### src/rtl/microwave_pkg.sv
// Shared types and constants for the microwave cook countdown: FSM states,
// BCD digit limits and the MM:SS time record.
package microwave_pkg;

  localparam int BCD_W = 4;
  localparam logic [BCD_W-1:0] BCD_MAX       = 4'd9;
  localparam logic [BCD_W-1:0] SEC_TENS_WRAP = 4'd5;

  typedef enum logic [2:0] {
    IDLE   = 3'd0,
    ARMED  = 3'd1,
    RUN    = 3'd2,
    PAUSED = 3'd3,
    DONE   = 3'd4
  } cd_state_e;

  typedef struct packed {
    logic [BCD_W-1:0] min_tens;
    logic [BCD_W-1:0] min_units;
    logic [BCD_W-1:0] sec_tens;
    logic [BCD_W-1:0] sec_units;
  } bcd_time_t;

  function automatic logic [BCD_W-1:0] bcd_clamp(input logic [BCD_W-1:0] d);
    return (d > BCD_MAX) ? BCD_MAX : d;
  endfunction

  function automatic logic time_is_zero(input bcd_time_t t);
    return (t == '0);
  endfunction

endpackage

### src/rtl/cook_countdown_if.sv
// Digit and control bundle between the keypad time-entry stage (master)
// and the cook countdown (slave).
interface cook_countdown_if;

  logic [3:0] second_min_in;
  logic [3:0] first_min_in;
  logic [3:0] second_sec_in;
  logic [3:0] first_sec_in;
  logic       load;
  logic       start;
  logic       pause;
  logic       cancel;
  logic       door_open;

  logic [3:0] second_min_out;
  logic [3:0] first_min_out;
  logic [3:0] second_sec_out;
  logic [3:0] first_sec_out;
  logic       running;
  logic       done;
  logic       beep;

  modport master (
    output second_min_in, first_min_in, second_sec_in, first_sec_in,
    output load, start, pause, cancel, door_open,
    input  second_min_out, first_min_out, second_sec_out, first_sec_out,
    input  running, done, beep
  );

  modport slave (
    input  second_min_in, first_min_in, second_sec_in, first_sec_in,
    input  load, start, pause, cancel, door_open,
    output second_min_out, first_min_out, second_sec_out, first_sec_out,
    output running, done, beep
  );

endinterface

### src/rtl/cook_countdown_bcd_digit_down.sv
// One BCD digit of the countdown borrow chain: wraps to WRAP when a borrow
// arrives at zero and passes the borrow on to the next digit.
module bcd_digit_down
  import microwave_pkg::*;
#(
  parameter logic [BCD_W-1:0] WRAP = BCD_MAX
) (
  input  logic [BCD_W-1:0] digit,
  input  logic             borrow_in,
  output logic [BCD_W-1:0] digit_next,
  output logic             borrow_out
);

  always_comb begin
    digit_next = digit;
    borrow_out = 1'b0;
    if (borrow_in) begin
      if (digit == '0) begin
        digit_next = WRAP;
        borrow_out = 1'b1;
      end else begin
        digit_next = digit - 1'b1;
      end
    end
  end

endmodule

### src/rtl/cook_countdown.sv
// Cook countdown: loads MM:SS from time entry, counts down once per clk_1s
// edge while running, pulses done at 00:00. Optional beeper under BEEP_EN.
//
//   state  | meaning
//   IDLE   | no time loaded (count 00:00)
//   ARMED  | nonzero time loaded, waiting for start
//   RUN    | counting down, magnetron enabled
//   PAUSED | suspended by pause or door, resumable with start
//   DONE   | reached 00:00, waiting for load or cancel
module cook_countdown
  import microwave_pkg::*;
#(
  parameter int unsigned BEEP_SECS = 3
) (
  input  logic             clk_1s,
  input  logic             reset,
  cook_countdown_if.slave  ifc
);

  cd_state_e state_q, state_d;
  bcd_time_t count_q, count_d;
  bcd_time_t load_val;
  logic      done_q, done_d;

  logic [BCD_W-1:0] dec_su, dec_st, dec_mu, dec_mt;
  logic             borrow_su, borrow_st, borrow_mu, borrow_mt;
  bcd_time_t        count_dec;
  logic             dec_underflow;

  bcd_digit_down #(.WRAP(BCD_MAX)) u_sec_units (
    .digit      (count_q.sec_units),
    .borrow_in  (1'b1),
    .digit_next (dec_su),
    .borrow_out (borrow_su)
  );

  bcd_digit_down #(.WRAP(SEC_TENS_WRAP)) u_sec_tens (
    .digit      (count_q.sec_tens),
    .borrow_in  (borrow_su),
    .digit_next (dec_st),
    .borrow_out (borrow_st)
  );

  bcd_digit_down #(.WRAP(BCD_MAX)) u_min_units (
    .digit      (count_q.min_units),
    .borrow_in  (borrow_st),
    .digit_next (dec_mu),
    .borrow_out (borrow_mu)
  );

  bcd_digit_down #(.WRAP(BCD_MAX)) u_min_tens (
    .digit      (count_q.min_tens),
    .borrow_in  (borrow_mu),
    .digit_next (dec_mt),
    .borrow_out (borrow_mt)
  );

  always_comb begin
    count_dec     = '{min_tens: dec_mt, min_units: dec_mu, sec_tens: dec_st, sec_units: dec_su};
    dec_underflow = borrow_mt;
    load_val      = '{min_tens:  bcd_clamp(ifc.second_min_in),
                      min_units: bcd_clamp(ifc.first_min_in),
                      sec_tens:  bcd_clamp(ifc.second_sec_in),
                      sec_units: bcd_clamp(ifc.first_sec_in)};
  end

  always_comb begin
    state_d = state_q;
    count_d = count_q;
    done_d  = 1'b0;
    if (ifc.cancel) begin
      state_d = IDLE;
      count_d = '0;
    end else if (ifc.load && (state_q != RUN)) begin
      count_d = load_val;
      state_d = time_is_zero(load_val) ? IDLE : ARMED;
    end else begin
      case (state_q)
        ARMED, PAUSED: begin
          if (ifc.start && !ifc.door_open && !time_is_zero(count_q)) begin
            state_d = RUN;
          end
        end
        RUN: begin
          if (ifc.door_open || ifc.pause) begin
            state_d = PAUSED;
          end else begin
            // Underflow cannot happen from a nonzero count; treat it as completion anyway.
            count_d = dec_underflow ? '0 : count_dec;
            if (dec_underflow || time_is_zero(count_dec)) begin
              state_d = DONE;
              done_d  = 1'b1;
            end
          end
        end
        default: ;
      endcase
    end
  end

  always_ff @(posedge clk_1s) begin
    if (reset) begin
      state_q <= IDLE;
      count_q <= '0;
      done_q  <= 1'b0;
    end else begin
      state_q <= state_d;
      count_q <= count_d;
      done_q  <= done_d;
    end
  end

  assign ifc.second_min_out = count_q.min_tens;
  assign ifc.first_min_out  = count_q.min_units;
  assign ifc.second_sec_out = count_q.sec_tens;
  assign ifc.first_sec_out  = count_q.sec_units;
  assign ifc.running        = (state_q == RUN);
  assign ifc.done           = done_q;

`ifdef BEEP_EN
  localparam int BEEP_W = 8;

  logic [BEEP_W-1:0] beep_cnt_q, beep_cnt_d;

  always_comb begin
    beep_cnt_d = (beep_cnt_q != '0) ? beep_cnt_q - 1'b1 : '0;
    if (ifc.cancel || (ifc.load && (state_q != RUN))) begin
      beep_cnt_d = '0;
    end else if (done_d) begin
      beep_cnt_d = BEEP_W'(BEEP_SECS);
    end
  end

  always_ff @(posedge clk_1s) begin
    if (reset) begin
      beep_cnt_q <= '0;
    end else begin
      beep_cnt_q <= beep_cnt_d;
    end
  end

  assign ifc.beep = (beep_cnt_q != '0);
`else
  logic unused_beep_cfg;
  assign unused_beep_cfg = (BEEP_SECS != 0);
  assign ifc.beep        = 1'b0;
`endif

endmodule

### src/flat_wrapper.sv
// flat-port wrapper written by rule: the top's interface ports become plain ports
module cook_countdown_flat import microwave_pkg::*;
#(
  parameter int unsigned BEEP_SECS = 3
)
  (clk_1s, reset, ifc_second_min_in, ifc_first_min_in, ifc_second_sec_in, ifc_first_sec_in, ifc_load, ifc_start, ifc_pause, ifc_cancel, ifc_door_open, ifc_second_min_out, ifc_first_min_out, ifc_second_sec_out, ifc_first_sec_out, ifc_running, ifc_done, ifc_beep);
  cook_countdown_if ifc_i ();
  input  logic clk_1s;
  input  logic reset;
  input wire logic [$bits(ifc_i.second_min_in)-1:0] ifc_second_min_in;
  input wire logic [$bits(ifc_i.first_min_in)-1:0] ifc_first_min_in;
  input wire logic [$bits(ifc_i.second_sec_in)-1:0] ifc_second_sec_in;
  input wire logic [$bits(ifc_i.first_sec_in)-1:0] ifc_first_sec_in;
  input wire logic [$bits(ifc_i.load)-1:0] ifc_load;
  input wire logic [$bits(ifc_i.start)-1:0] ifc_start;
  input wire logic [$bits(ifc_i.pause)-1:0] ifc_pause;
  input wire logic [$bits(ifc_i.cancel)-1:0] ifc_cancel;
  input wire logic [$bits(ifc_i.door_open)-1:0] ifc_door_open;
  output wire logic [$bits(ifc_i.second_min_out)-1:0] ifc_second_min_out;
  output wire logic [$bits(ifc_i.first_min_out)-1:0] ifc_first_min_out;
  output wire logic [$bits(ifc_i.second_sec_out)-1:0] ifc_second_sec_out;
  output wire logic [$bits(ifc_i.first_sec_out)-1:0] ifc_first_sec_out;
  output wire logic [$bits(ifc_i.running)-1:0] ifc_running;
  output wire logic [$bits(ifc_i.done)-1:0] ifc_done;
  output wire logic [$bits(ifc_i.beep)-1:0] ifc_beep;
  assign ifc_i.second_min_in = ifc_second_min_in;
  assign ifc_i.first_min_in = ifc_first_min_in;
  assign ifc_i.second_sec_in = ifc_second_sec_in;
  assign ifc_i.first_sec_in = ifc_first_sec_in;
  assign ifc_i.load = ifc_load;
  assign ifc_i.start = ifc_start;
  assign ifc_i.pause = ifc_pause;
  assign ifc_i.cancel = ifc_cancel;
  assign ifc_i.door_open = ifc_door_open;
  assign ifc_second_min_out = ifc_i.second_min_out;
  assign ifc_first_min_out = ifc_i.first_min_out;
  assign ifc_second_sec_out = ifc_i.second_sec_out;
  assign ifc_first_sec_out = ifc_i.first_sec_out;
  assign ifc_running = ifc_i.running;
  assign ifc_done = ifc_i.done;
  assign ifc_beep = ifc_i.beep;
  cook_countdown #(.BEEP_SECS(BEEP_SECS)) u_core (.clk_1s(clk_1s), .reset(reset), .ifc(ifc_i));
endmodule
### config.mk
export PLATFORM = sky130hd
export DESIGN_NAME = cook_countdown_flat
export DESIGN_NICKNAME = d
export VERILOG_FILES = /design/src/rtl/microwave_pkg.sv /design/src/rtl/cook_countdown_if.sv /design/src/rtl/cook_countdown_bcd_digit_down.sv /design/src/rtl/cook_countdown.sv /design/src/flat_wrapper.sv
export SDC_FILE = /design/constraint.sdc
export NUM_CORES = 1
export LEC_CHECK = 0
export ABC_AREA = 0
export BUFFER_PORTS_ARGS = -buffer_cell sky130_fd_sc_hd__buf_2
export CAP_MARGIN = 20
export CORE_MARGIN = 10
export CORE_UTILIZATION = 55
export CTS_CLUSTER_SIZE = 20
export DETAILED_ROUTE_END_ITERATION = 7
export PLACE_DENSITY = 0.84
export RECOVER_POWER = 50
export SLEW_MARGIN = 20
export SYNTH_ARGS = -nofsm -noshare
export SYNTH_HDL_FRONTEND = slang
export SYNTH_SLANG_ARGS = --single-unit
### constraint.sdc
create_clock -name clk_1s -period 5.48 [get_ports clk_1s]
set_input_delay 0.822 -clock clk_1s [delete_from_list [all_inputs] [get_ports clk_1s]]
set_output_delay 0.822 -clock clk_1s [all_outputs]
set_load 0.05 [all_outputs]
==> impl_metrics.json <==
{
  "post_drt_wl_per_cell_um": 17.49,
  "coreArea_um2": 2276,
  "ys_seq_elements": 20,
  "synthDistinctLibCells": 47,
  "final-seq-area_um2": 400.4,
  "nFillCells": 215,
  "grt_use_total_pct": 16.48,
  "netlist_instances": 176,
  "async_flop_share_pct": 0,
  "clk_pin_slew_worst_paths_ns": 0.13,
  "h-tree-depth": 1,
  "drv_slew": 15,
  "tns_ns": 0,
  "chipWidth_um": 69.80,
  "fin_util_pct": 68.00,
  "whs_ns": 0.5578,
  "ant_nets": 0,
  "cts_tree": "yes",
  "rsz0062_at_grt": "false",
  "numCtsBuffers": 3,
  "start_util_pct": 59.92,
  "portBuffers": 40,
  "setup-violations-final": 0,
  "synth_nets": 202,
  "slowest_delay_ns": 1.31,
  "routed_wl_um": 4181,
  "via_per_inst": 6.351,
  "path_buf_inv": 1,
  "dieArea_um2": 4871,
  "antenna_found_initial": 0,
  "yosysSeqAreaShare_pct": 29.36,
  "antennaDiodeCount": 0,
  "arrival_ns": 3.59,
  "gp_congestion": 0.8983,
  "synth-edff-count": 0,
  "max_freq_ghz": 0.2954,
  "core.rowCount": 17,
  "yosysTopAreaCellShare_pct": 29.36,
  "cp_top_family": "simple AND/OR/NAND/NOR gates",
  "ys_top_cells_by_area": "dfxtp_1 (29%), nor2_1 (6.9%), a21oi_1 (5.5%)",
  "post_dp_cell_area_um2": 1558,
  "postCtsSetupBuffers": 0,
  "firstDrtPassIters": 4,
  "power_leakage_nw": 0.5908,
  "route.detailed.drc": 0,
  "grt_pass1_vias": 1478,
  "worst_ir_drop_vdd_v": 0.0001409,
  "yosysTopAreaCell": "dfxtp_1",
  "dp_hpwl_um": 3161,
  "drive_gt1_share_pct": 16.59,
  "period_share_pct": 61.78,
  "first_iter_violations": 157,
  "dieHeight_um": 69.80,
  "cts_buffer_depth": 2,
  "multi_input_area_um2": 877.1,
  "num_vias": 1518,
  "syn_area_per_cell_um2": 7.749,
  "cts_hold_buf": 0,
  "slew_headroom_pct": -10.49,
  "critPathSlowestCell": "nor3b_1",
  "ys_warn_count": 0,
  "root_buffer": "clkbuf_4",
  "critPathLaunchType": "flip-flop",
  "critical_path_class": "flip-flop to flip-flop",
  "ioPinCount": 42,
  "synth_top_flop_cell": "dfxtp_1",
  "path_max_fanout": 14,
  "violations": "capacitance limit, slew limit",
  "worstPathCellList": "inv_1 -> ha_1 -> nor3b_1 -> nand3_2 -> o21a_1 -> a222oi_1 -> nor2_1",
  "grt_pass1_wl_um": 6996,
  "hp-class": "flip-flop to flip-flop",
  "clock_skew_ns": 0.006943,
  "grt_max_degree": 21,
  "ctsResizeCount": 0,
  "clk_latency_ns": 0.31,
  "final_hold_viol_count": 0,
  "cp-end-kind": "flip-flop",
  "worst_pin_slew_ns": 1.654,
  "required_ns": 5.68,
  "finalNetCount": 239,
  "cts_sinks": 20,
  "gr-total-overflow": 0,
  "synth_area_um2": 1364,
  "area_delta_synth_final_pct": 13.49,
  "status": "finished with violations",
  "min_period_ns": 3.386,
  "cap_violations": 1,
  "stdcell_area_um2": 1548,
  "power.density_nw_per_um2": 199.4
}
==> metal layers <==
| layer | vias to the layer above | share of wire, % | GRT usage, % | wire (um) |
|---|---|---|---|---|
| met4 | 0 | 0.84 | 6.957 | 35 |
| met1 | 723 | 42 | 18.91 | 1737 |
| met2 | 66 | 50 | 27.47 | 2093 |
| li1 | 725 | - | - | - |
| met3 | 4 | 7.5 | 4.850 | 314 |
| met5 | - | 0 | 0 | 0 |
==> cell families after synthesis <==
kind of cell | count (synthesis) | share of synthesized area (%)
simple gates | 71 | 29.08
xor+xnor | 2 | 1.285
other cells | 1 | 0.2750
mux | 7 | 5.321
flops | 20 | 29.36
compound gates | 55 | 26.42
fa+ha+maj | 3 | 2.753
buf+inv | 17 | 5.504
==> final cells by class <==
class / count / area share (%)
clock buffers: 3 / 1.455
repair buffers: 40 / 11.56
inverters: 9 / 2.183
multi-input cells: 139 / 56.67
flip-flops and latches: 20 / 25.87
well taps: 28 / 2.264
==> cells in the final DEF (no fill, tap or decap), types with 4 or more instances in the layout <==
cell type   n
a21oi_1    15
a31oi_1     4
a32oi_1     5
buf_2      23
clkbuf_1   17
dfxtp_1    20
inv_1       9
mux2i_1     5
nand2_1    15
nand3_1     4
nor2_1     25
o21ai_0    12
==> tightest hold or removal path, delay by kind of cell (launching register included) <==
kind / cells / cell delay (ns)
AND/OR/NAND/NOR: 1 / 0.08
flip-flops: 1 / 0.39
AO/OA/AOI/OAI: 1 / 0.06
==> final timing paths <==
path / from / end / slack [ns] / cells past startpoint
setup / recovery: u_core.ifc.first_sec_out[0]$_SDFFE_PP0P_ / u_core.ifc.first_sec_out[3]$_SDFFE_PP0P_ / 2.09 / 7
hold reg to reg: u_core.state_q[2]$_SDFFE_PP0P_ / u_core.state_q[2]$_SDFFE_PP0P_ / 0.56 / 2
setup reg to reg: u_core.ifc.first_sec_out[0]$_SDFFE_PP0P_ / u_core.ifc.first_sec_out[3]$_SDFFE_PP0P_ / 2.09 / 7
hold / removal: u_core.state_q[2]$_SDFFE_PP0P_ / u_core.state_q[2]$_SDFFE_PP0P_ / 0.56 / 2
==> power breakdown <==
part | total, W | switching (W) | internal, W
logic | 0.0000783 | 0.0000533 | 0.0000250
registers | 0.000156 | 0.00000623 | 0.000149
clock network | 0.0000748 | 0.0000492 | 0.0000257
total | 0.000309 | 0.000109 | 0.000200
==> flip-flops by register name, indices dropped and copies added, names as in the netlist <==
register	count
u_core.ifc.second_min_out	4
u_core.ifc.second_sec_out	4
u_core.ifc.first_sec_out	4
u_core.ifc.done	1
u_core.ifc.first_min_out	4
u_core.state_q	3
==> cell usage after synthesis (2+ instances only) <==
cell	n
o31ai_1	3
and3_1	2
inv_1	9
nor2_1	25
o21a_1	2
or4_1	3
clkbuf_1	3
a21oi_1	15
nand4_1	2
o311ai_0	3
mux2_2	2
mux2i_1	5
nor2b_1	2
a31oi_1	4
ha_1	3
o21ai_0	12
a41oi_1	3
a32oi_1	5
buf_4	2
nand2_1	15
nor4_1	3
or3_1	3
o21ai_1	2
nand3_1	4
buf_2	3
dfxtp_1	20
==> through the flow <==
step | power (W) | worst slack, ns | instances
2_1_floorplan | 0.0002143 | 2.844 | 176
3_3_place_gp | 0.0002355 | 3.004 | 236
3_5_place_dp | 0.0002372 | 2.927 | 236
4_1_cts | 0.0003078 | 3.089 | 239
5_1_grt | 0.0003193 | 1.871 | 239
6_report | 0.0003087 | 2.094 | 239
(Power assumes the default switching activity.)
